**src/rtl/alarm_pkg.sv**
```systemverilog
// Shared types for the alarm bank: channel states, BCD time and validity check.
package alarm_pkg;

    typedef enum logic [2:0] {
        DISARMED,
        ARMED,
        PENDING,
        RINGING,
        SNOOZED
    } ch_state_t;

    typedef logic [3:0] bcd_t;

    typedef struct packed {
        bcd_t hh;
        bcd_t hl;
        bcd_t mh;
        bcd_t ml;
    } alarm_time_t;

    localparam int SNZ_W = 12;

    function automatic logic bcd_time_valid(alarm_time_t t);
        return (t.hh <= 4'd2) && (t.hl <= 4'd9) &&
               (t.mh <= 4'd5) && (t.ml <= 4'd9) &&
               !((t.hh == 4'd2) && (t.hl > 4'd3));
    endfunction

endpackage

```
**src/rtl/alarm_channel.sv**
```systemverilog
// One alarm channel: stored time, state machine, ring timeout,
// snooze countdown and per-trigger snooze count.
module alarm_channel
    import alarm_pkg::*;
#(
    parameter int SNOOZE_MIN     = 5,
    parameter int RING_TIMEOUT_S = 60,
    parameter int MAX_SNOOZE     = 3
) (
    input  logic        clk_i,
    input  logic        rst_i,
    input  logic        tick_i,
    input  logic        sec_zero_i,
    input  alarm_time_t now_i,
    input  logic        wr_i,
    input  alarm_time_t wr_time_i,
    input  logic        wr_arm_i,
    input  logic        grant_i,
    input  logic        off_i,
    input  logic        snz_i,
    output logic        ringing_o,
    output logic        pending_o,
    output logic        armed_o
);

    localparam logic [7:0]       RT_LAST  = 8'(RING_TIMEOUT_S - 1);
    localparam logic [SNZ_W-1:0] SNZ_LOAD = SNZ_W'(SNOOZE_MIN * 60);
    localparam logic [3:0]       SNZ_MAX  = 4'(MAX_SNOOZE);

    ch_state_t        state_q, state_d;
    alarm_time_t      time_q, time_d;
    logic [7:0]       ring_cnt_q, ring_cnt_d;
    logic [SNZ_W-1:0] cd_q, cd_d;
    logic [3:0]       snz_cnt_q, snz_cnt_d;
    logic             go_snz;
    logic             go_off;

    always_ff @(posedge clk_i or posedge rst_i) begin
        if (rst_i) begin
            state_q    <= DISARMED;
            time_q     <= '0;
            ring_cnt_q <= '0;
            cd_q       <= '0;
            snz_cnt_q  <= '0;
        end else begin
            state_q    <= state_d;
            time_q     <= time_d;
            ring_cnt_q <= ring_cnt_d;
            cd_q       <= cd_d;
            snz_cnt_q  <= snz_cnt_d;
        end
    end

    always_comb begin
        state_d    = state_q;
        time_d     = time_q;
        ring_cnt_d = ring_cnt_q;
        cd_d       = cd_q;
        snz_cnt_d  = snz_cnt_q;
        go_snz     = 1'b0;
        go_off     = 1'b0;
        if (wr_i) begin
            time_d     = wr_time_i;
            ring_cnt_d = '0;
            cd_d       = '0;
            snz_cnt_d  = '0;
            state_d    = wr_arm_i ? ARMED : DISARMED;
        end else begin
            unique case (state_q)
                ARMED: begin
                    if (tick_i && sec_zero_i && (now_i == time_q))
                        state_d = PENDING;
                end
                PENDING: begin
                    if (grant_i) begin
                        state_d    = RINGING;
                        ring_cnt_d = '0;
                    end
                end
                RINGING: begin
                    // Buttons take precedence over a coincident tick.
                    go_snz = !off_i &&
                             (snz_i || (tick_i && ring_cnt_q == RT_LAST));
                    go_off = off_i || (go_snz && snz_cnt_q >= SNZ_MAX);
                    if (go_off) begin
                        state_d    = ARMED;
                        snz_cnt_d  = '0;
                        ring_cnt_d = '0;
                    end else if (go_snz) begin
                        state_d    = SNOOZED;
                        snz_cnt_d  = snz_cnt_q + 4'd1;
                        cd_d       = SNZ_LOAD;
                        ring_cnt_d = '0;
                    end else if (tick_i) begin
                        ring_cnt_d = ring_cnt_q + 8'd1;
                    end
                end
                SNOOZED: begin
                    if (tick_i) begin
                        if (cd_q <= SNZ_W'(1)) begin
                            cd_d    = '0;
                            state_d = PENDING;
                        end else begin
                            cd_d = cd_q - SNZ_W'(1);
                        end
                    end
                end
                default: ;
            endcase
        end
    end

    assign ringing_o = (state_q == RINGING);
    assign pending_o = (state_q == PENDING);
    assign armed_o   = (state_q != DISARMED);

endmodule

```
**src/rtl/alarm_bank.sv**
```systemverilog
// Multi-channel alarm bank: write validation, button edge detection
// and lowest-index arbitration across alarm_channel instances.
module alarm_bank
    import alarm_pkg::*;
#(
    parameter int N_ALARMS       = 4,
    parameter int SNOOZE_MIN     = 5,
    parameter int RING_TIMEOUT_S = 60,
    parameter int MAX_SNOOZE     = 3,
    localparam int IW = (N_ALARMS > 1) ? $clog2(N_ALARMS) : 1
) (
    input  logic                CLK,
    input  logic                RST,
    input  logic                tick_1hz,
    input  logic [3:0]          now_hh,
    input  logic [3:0]          now_hl,
    input  logic [3:0]          now_mh,
    input  logic [3:0]          now_ml,
    input  logic [3:0]          now_sh,
    input  logic [3:0]          now_sl,
    input  logic                wr_en,
    input  logic [IW-1:0]       wr_idx,
    input  logic [3:0]          wr_hh,
    input  logic [3:0]          wr_hl,
    input  logic [3:0]          wr_mh,
    input  logic [3:0]          wr_ml,
    input  logic                wr_arm,
    input  logic                off_btn,
    input  logic                snooze_btn,
    output logic                ring,
    output logic [IW-1:0]       ring_idx,
    output logic [N_ALARMS-1:0] armed,
    output logic                wr_err
);

    alarm_time_t       now_t;
    alarm_time_t       wr_t;
    logic              sec_zero;
    logic [N_ALARMS-1:0] idx_hit;
    logic [N_ALARMS-1:0] wr_sel;
    logic [N_ALARMS-1:0] ringing;
    logic [N_ALARMS-1:0] pending;
    logic [N_ALARMS-1:0] grant;
    logic              wr_ok;
    logic              off_d1_q, off_d2_q;
    logic              snz_d1_q, snz_d2_q;
    logic              off_ev, snz_ev;
    logic              wr_err_q;
    logic              any_ring;
    logic              found;
    logic [IW-1:0]     idx_c;

    assign now_t    = '{hh: now_hh, hl: now_hl, mh: now_mh, ml: now_ml};
    assign wr_t     = '{hh: wr_hh, hl: wr_hl, mh: wr_mh, ml: wr_ml};
    assign sec_zero = (now_sh == 4'd0) && (now_sl == 4'd0);

    always_ff @(posedge CLK or posedge RST) begin
        if (RST) begin
            off_d1_q <= 1'b0;
            off_d2_q <= 1'b0;
            snz_d1_q <= 1'b0;
            snz_d2_q <= 1'b0;
            wr_err_q <= 1'b0;
        end else begin
            off_d1_q <= off_btn;
            off_d2_q <= off_d1_q;
            snz_d1_q <= snooze_btn;
            snz_d2_q <= snz_d1_q;
            wr_err_q <= wr_en && !wr_ok;
        end
    end

    assign off_ev = off_d1_q && !off_d2_q;
    assign snz_ev = snz_d1_q && !snz_d2_q && !off_ev;

    always_comb begin
        for (int i = 0; i < N_ALARMS; i++) begin
            idx_hit[i] = (wr_idx == IW'(i));
        end
    end

    // Out-of-range channel indices are rejected like bad times.
    assign wr_ok  = bcd_time_valid(wr_t) && (|idx_hit);
    assign wr_sel = idx_hit & {N_ALARMS{wr_en && wr_ok}};

    always_comb begin
        any_ring = |ringing;
        grant    = '0;
        found    = 1'b0;
        idx_c    = '0;
        for (int i = 0; i < N_ALARMS; i++) begin
            if (!any_ring && !found && pending[i]) begin
                grant[i] = 1'b1;
                found    = 1'b1;
            end
            if (ringing[i]) idx_c = IW'(i);
        end
    end

    for (genvar i = 0; i < N_ALARMS; i++) begin : g_ch
        alarm_channel #(
            .SNOOZE_MIN    (SNOOZE_MIN),
            .RING_TIMEOUT_S(RING_TIMEOUT_S),
            .MAX_SNOOZE    (MAX_SNOOZE)
        ) u_ch (
            .clk_i     (CLK),
            .rst_i     (RST),
            .tick_i    (tick_1hz),
            .sec_zero_i(sec_zero),
            .now_i     (now_t),
            .wr_i      (wr_sel[i]),
            .wr_time_i (wr_t),
            .wr_arm_i  (wr_arm),
            .grant_i   (grant[i]),
            .off_i     (off_ev),
            .snz_i     (snz_ev),
            .ringing_o (ringing[i]),
            .pending_o (pending[i]),
            .armed_o   (armed[i])
        );
    end

    assign ring     = any_ring;
    assign ring_idx = idx_c;
    assign wr_err   = wr_err_q;

endmodule

```
**config.mk**
```make
export PLATFORM = sky130hd
export DESIGN_NAME = alarm_bank
export DESIGN_NICKNAME = d
export VERILOG_FILES = /design/src/rtl/alarm_pkg.sv /design/src/rtl/alarm_channel.sv /design/src/rtl/alarm_bank.sv
export SDC_FILE = /design/constraint.sdc
export NUM_CORES = 1
export LEC_CHECK = 0
export ABC_AREA = 1
export BUFFER_PORTS_ARGS = -buffer_cell sky130_fd_sc_hd__clkbuf_2
export CAP_MARGIN = 0
export CORE_AREA = 2 2 136 191
export DETAILED_ROUTE_END_ITERATION = 6
export DIE_AREA = 0 0 138 193
export SYNTH_ARGS = -nofsm -noshare
export SYNTH_HDL_FRONTEND = slang
export SYNTH_SLANG_ARGS = --single-unit
```
**constraint.sdc**
```tcl
create_clock -name CLK -period 5.7 [get_ports CLK]
set_clock_uncertainty 0.1 [all_clocks]
set_input_delay 0 -clock CLK [delete_from_list [all_inputs] [get_ports CLK]]
set_output_delay 0 -clock CLK [all_outputs]
set_load 0.05 [all_outputs]
```
# ---- Word level (Yosys, flattened, before mapping)
# Cells that the tools add are included.
dict set report op_classes {
  n_mux 106
  reduce_logical 98
  n_eq_ne 60
  shift 0
  div 0
  addsub 12
  magnitude_cmp 13
  n_mul 0
  n_bitwise 1
}
# operator count
set ops {}
lappend ops {{$mux 12} 20}
lappend ops {{$mux 8} 20}
lappend ops {{$pmux 12 s2} 4}
lappend ops {{$mux 3} 28}
lappend ops {{$eq 16x16->1} 4}
lappend ops {{$mux 4} 16}
lappend ops {{$pmux 8 s2} 4}
lappend ops {{$le 12x1->1 const B} 4}
lappend ops {{$pmux 3 s4} 4}
lappend ops {{$reduce_bool 3->1} 16}
lappend ops {{$sub 12x1->12 const B} 4}
lappend ops {{$logic_and 1x1->1} 36}
lappend ops {{$ne 3x2->1 const B} 12}
lappend ops {{$ne 3x3->1 const B} 12}
lappend ops {{$add 8x1->8 const B} 4}
lappend ops {{$eq 8x6->1 const B} 4}
lappend ops {{$eq 3x2->1 const B} 8}
lappend ops {{$reduce_and 6->1} 4}
lappend ops {{$ne 5x5->1 const B} 4}
lappend ops {{$reduce_bool 5->1} 4}
lappend ops {{$add 4x1->4 const B} 4}
lappend ops {{$ge 4x2->1 const B} 4}
lappend ops {{$ne 4x4->1 const B} 4}
lappend ops {{$reduce_and 4->1} 4}
lappend ops {{20 further kinds} 62}
dict set report totals {
  n_memories 0
  mem_bits_rw 0
  latch_bits 0
  word_cells 327
  register_bits 177
  mem_bits_ro 0
}

# ---- Longest topological paths before layout
dict set report logic_depth {
  depth_word 20
  mapped_depth 13
}

# ---- By module
# A second synthesis with hierarchy kept.
dict set report unflattened {
  cells_unflattened 1717
  hier_area_um2 11454.7
}
# mod instances area_per_inst_um2 cells_each seq_area_each_um2
set modules_own_cells {}
lappend modules_own_cells {{alarm_channel at g_ch[0].u_ch ...} 3 2778.9 415 1076.0}
lappend modules_own_cells {{alarm_channel at g_ch[3].u_ch} 1 2753.9 416 1076.0}
lappend modules_own_cells {alarm_bank 1 364.1 56 125.1}

# ---- Least setup slack after synthesis
# OpenSTA, ideal clock, no wires.
dict set report synth_path {
  kind {reg2reg}
  startpoint {register g_ch[1].u_ch.cd_q[0]}
  endpoint {register g_ch[1].u_ch.state_q[2]}
  n_path_buf 0
  synth_period_minus_slack_ps 2035
  t_required_ps 5483
  arrival_ps 1818
  setup_slack_ps 3665
  path_stages_with_launch 14
  setup_ps 117
  path_cell_list {dfrtp_1 -> inv_1 -> ha_1 -> nand2_1 -> nor2_1 -> nand3_1 -> nand2_1 -> inv_1 -> nand3_1 -> nand2_1 -> inv_2 -> nand3_1 -> nand2_1 -> nand2_1}
}
dict set report synth_between {
  elab_chain_len 3
}
# item line
set synth_rtl {}
lappend synth_rtl {{start, declared} alarm_channel.sv:33} ;# logic [SNZ_W-1:0] cd_q, cd_d;
lappend synth_rtl {{start signal, assigned} alarm_channel.sv:43} ;# cd_q <= '0;
lappend synth_rtl {{start signal, assigned} alarm_channel.sv:49} ;# cd_q <= cd_d;
lappend synth_rtl {{$le 12x1->1} alarm_channel.sv:100} ;# if (cd_q <= SNZ_W'(1)) begin
lappend synth_rtl {{$ne 3x2->1 (no line)} --}
lappend synth_rtl {{$reduce_and 6->1 (no line)} --}
lappend synth_rtl {{end signal, assigned} alarm_channel.sv:46} ;# state_q <= state_d;
lappend synth_rtl {{end, declared} alarm_channel.sv:30} ;# ch_state_t state_q, state_d;
# Every way passes these cells.
# A chain may end at the register's enable or synchronous reset.

# ---- Worst setup path in the final report
dict set report layout_path {
  startpoint {input wr_hl[3]}
  endpoint {register g_ch[0].u_ch.cd_q[9]}
}
dict set report layout_between {
  elab_chain_len 10
  word_cells_on_any_way 17
  cone_classes {order compare (2); eq/ne (3); mux (1); bitwise (1); reduce/logical (10)}
}
# item line
set layout_rtl {}
lappend layout_rtl {{start, declared} alarm_bank.sv:24} ;# input logic [3:0] wr_hl,
lappend layout_rtl {{$le 4x4->1} alarm_pkg.sv:24} ;# return (t.hh <= 4'd2) && (t.hl <= 4'd9) &&
lappend layout_rtl {{$logic_and 1x1->1 (2 in a row)} alarm_pkg.sv:24}
lappend layout_rtl {{$logic_and 1x1->1} alarm_pkg.sv:25} ;# (t.mh <= 4'd5) && (t.ml <= 4'd9) &&
lappend layout_rtl {{$logic_and 1x1->1 *} alarm_pkg.sv:25}
lappend layout_rtl {{$logic_and 1x1->1 *} alarm_bank.sv:83} ;# assign wr_ok = bcd_time_valid(wr_t) && (|idx_hit);
lappend layout_rtl {{$logic_and 1x1->1 *} alarm_bank.sv:84} ;# assign wr_sel = idx_hit & {N_ALARMS{wr_en && wr_ok}};
lappend layout_rtl {{$and 4x4->4 *} alarm_bank.sv:84}
lappend layout_rtl {{$ne 3x3->1 (no line) or $reduce_bool 3->1 (tied branches)} --}
lappend layout_rtl {{$reduce_and 4->1 (no line)} --}
lappend layout_rtl {{end signal, assigned} alarm_channel.sv:43}
lappend layout_rtl {{end signal, assigned} alarm_channel.sv:49}
lappend layout_rtl {{end, declared} alarm_channel.sv:33}
# Every way passes the cells marked *; elsewhere a longest branch is shown, timed or not.

==> run_results.csv <==
group,metric,value,unit
status,outcome,"complete, no violations",
run,cap_violations,0,
yosys,synth_cell_types,47,
floorplan,die_area,26600,µm²
finish,final_cells,1952,
sta,maxSlewHeadroom,0.387,
pwr,p_per_area,410,nW/µm²
yosys,synth_fa_ha_area_frac,0.0180,
grt,grt.total_usage,0.219,
route,drc,0,
sta,max_freq,0.361,GHz
sta,worstMarginPinSlew,920,ps
finish,final_cell_mix,"478 x nand2_1, 194 x nor2_1, 177 x dfrtp_1",
sta,finalHoldViolations,0,
sta,finalCritPeriodShare,0.486,
sta,slew_violations,0,
grt,met2_usage,0.401,
yosys,ys_warn_count,0,
route,ant_nets,0,
place,port_buffers,56,
place,place_inst,1902,
clocking,clkSinkCount,177,
floorplan,ios,57,
clocking,tritoncts,"yes",
route,vias,9972,
yosys,synth-compound-area-share,0.0851,
floorplan,coreArea,25000,µm²
place,hpwl,20700,µm
finish,area_growth,10.7,%
floorplan,die_height,193,µm
finish,nNetsFinal,1685,
pwr,vdd_drop_max,0.234,mV
worst_hold_path,hold_class,"in2reg",
worst_setup_path,worstPathArrival,3030,ps
yosys,synth_edf_count,0,
place,dp_slack,3000,ps
worst_setup_path,critPathKind,"in2reg",
clocking,holdBufCountCts,18,
yosys,yosysSeqAreaShare,0.399,
finish,drive_above_1_share,0.0925,
yosys,synth_top_family_by_area,"simple AND/OR/NAND/NOR gates",
grt,antenna_found_initial,0,
floorplan,rows,69,
grt,met3_usage,0.0380,
clocking,cts_resized,0,
sta,hold_slack,35.7,ps
grt,use_met1,0.249,
worst_setup_path,required,5960,ps
sta,period_minus_slack,2770,ps
clocking,path_clk_slew,70,ps
yosys,synthSimpleGateAreaFrac,0.353,
route,wirelength,28600,µm
worst_setup_path,end_kind,"flop",
yosys,ys_ff_latch,177,
grt,grt_max_degree,130,
yosys,synthArstFlopShare,1.00,
finish,final_common_cell,"nand2_1",
route,wire_per_inst,14.6,µm
route,firstDrtPassIters,7,
clocking,numCtsBuffers,17,
yosys,syn_nets,1635,
floorplan,die_x,138,µm
yosys,synthFlopType,"dfrtp_1",
sta,final-setup-viol-count,0,
yosys,avgSynthCellArea,7.08,µm²
yosys,synth_area,11100,µm²
floorplan,initial_core_util,0.444,
clocking,root_buffer,"clkbuf_16",
grt,top_usage_layer,"met2",
finish,diodes,0,
finish,n_fill_cell,2605,
sta,rsz0062_at_grt,"no",
route,via_per_inst,5.11,
clocking,clock_latency,450,ps
pwr,p_leak,0.00628,µW
place,place_congestion,0.869,
grt,first_global_vias,9684,
grt,grt.overflow.total,0,
clocking,postCtsSetupBuffers,0,
route,drt_iter0_drc,500,
sta,setup_slack,2930,ps
sta,tns,0,ps
grt,grt_pass1_wl,47200,µm
yosys,synth_cells,1570,
yosys,synth_xor_area_frac,0.0607,
worst_setup_path,cp_max_fo,48,
clocking,h-tree-depth,4,
worst_setup_path,critPathLaunchType,"input port",
yosys,synth_mux_area_frac,0.00270,
clocking,clk_path_buf_depth,2,
## worst max-delay path, cell delays in order
cell and delay, ps:
dlygate4sd3_1 540, clkbuf_2 140, nand2_1 150, nand2_1 110
nor2_4 160, nand3_4 110, nor2_8 140, nand2_2 500
nand3_1 230, nand3_1 560, clkinv_2 240, nand2_1 70
o21ai_0 60
## logic make-up after synthesis
logic type | Yosys count
DFF | 177
buffers and inverters | 218
xor gates and xnor gates | 77
adders and majority gates | 16
and+or+nand+nor | 907
AOI/OAI and AO/OA | 172
muxes | 3
## flip-flops by register name (all words and copies together) (netlist names)
register / count
off_d1_q: 1
g_ch.u_ch.ring_cnt_q: 32
snz_d2_q: 1
g_ch.u_ch.state_q: 12
snz_d1_q: 1
g_ch.u_ch.cd_q: 48
wr_err: 1
g_ch.u_ch.snz_cnt_q: 16
g_ch.u_ch.time_q: 64
off_d2_q: 1
## power by group
part,leakage (µW),switching (µW),internal [µW]
sequential,0.00224,231,1490
combinational,0.00377,1470,683
clock,0.000272,522,643
## synthesized netlist by cell type, types with 2 or more instances
| library cell | instances | area share |
|---|---|---|
| nand2_4 | 2 | 0.0020 |
| o21ai_1 | 33 | 0.015 |
| dfrtp_1 | 177 | 0.40 |
| nor2_2 | 6 | 0.0034 |
| nor4_1 | 3 | 0.0017 |
| nand3b_1 | 6 | 0.0041 |
| o21ai_0 | 98 | 0.044 |
| buf_2 | 13 | 0.0059 |
| nand3_4 | 2 | 0.0032 |
| ha_1 | 16 | 0.018 |
| nand2_2 | 13 | 0.0073 |
| nor3_1 | 37 | 0.017 |
| and3_1 | 2 | 0.0011 |
| nand3_2 | 5 | 0.0045 |
| mux2i_1 | 3 | 0.0027 |
| buf_4 | 6 | 0.0041 |
| clkbuf_1 | 18 | 0.0061 |
| a21oi_1 | 17 | 0.0077 |
| xnor2_1 | 25 | 0.020 |
| clkinv_2 | 2 | 0.00090 |
| nand4_1 | 27 | 0.015 |
| buf_6 | 7 | 0.0071 |
| and2_1 | 3 | 0.0017 |
| nor2_1 | 194 | 0.066 |
| nand2_1 | 478 | 0.16 |
| or2_2 | 4 | 0.0023 |
| nor2_4 | 6 | 0.0061 |
| nand3_1 | 115 | 0.052 |
| o22ai_1 | 5 | 0.0028 |
| inv_2 | 7 | 0.0024 |
| o21bai_1 | 3 | 0.0020 |
| o21ai_2 | 8 | 0.0063 |
| xor2_1 | 52 | 0.041 |
| inv_1 | 164 | 0.055 |
## path summary, 6_finish.rpt
check / start / to / slack, ps / cells past startpoint
worst max-delay path: wr_hl[3] / g_ch[0].u_ch.cd_q[9]$_DFFE_PP0P_ / 2930 / 13
worst min-delay path: wr_idx[1] / g_ch[3].u_ch.time_q[14]$_DFFE_PP0P_ / 40 / 4
worst max register to register: g_ch[0].u_ch.state_q[2]$_DFFE_PP0P_ / g_ch[0].u_ch.cd_q[9]$_DFFE_PP0P_ / 3120 / 9
worst min register to register: off_d1_q$_DFF_PP0_ / off_d2_q$_DFF_PP0_ / 290 / 0
max in group asynchronous: RST / g_ch[2].u_ch.cd_q[8]$_DFFE_PP0P_ / 4040 / 4
min in group asynchronous: RST / g_ch[3].u_ch.time_q[12]$_DFFE_PP0P_ / 200 / 3
## layout make-up
| cell class | count | area, µm² | share of cell area |
|---|---|---|---|
| Tap cell | 319 | 399 | 0.0324 |
| Timing Repair Buffer | 76 | 475 | 0.0386 |
| Sequential cell | 177 | 4430 | 0.360 |
| Multi-Input combinational cell | 1175 | 5770 | 0.469 |
| Clock inverter | 14 | 141 | 0.0115 |
| Clock buffer | 18 | 429 | 0.0349 |
| Inverter | 173 | 659 | 0.0536 |
## metrics by stage
stage          area (µm²)  power, µW  utilization
2_1_floorplan       11100       3430            -
3_3_place_gp        11600       3860        0.461
3_5_place_dp        11600       3890        0.461
4_1_cts             12300       5080        0.491
5_1_grt             12300       5470        0.491
6_report            12300       5040        0.491
## layer usage
metal	up-vias	part of all wire
met2	176	0.51
li1	5080	-
met5	-	0
met1	4649	0.42
met3	67	0.031
met4	0	0.038
Power figures use the tool's default switching activity.
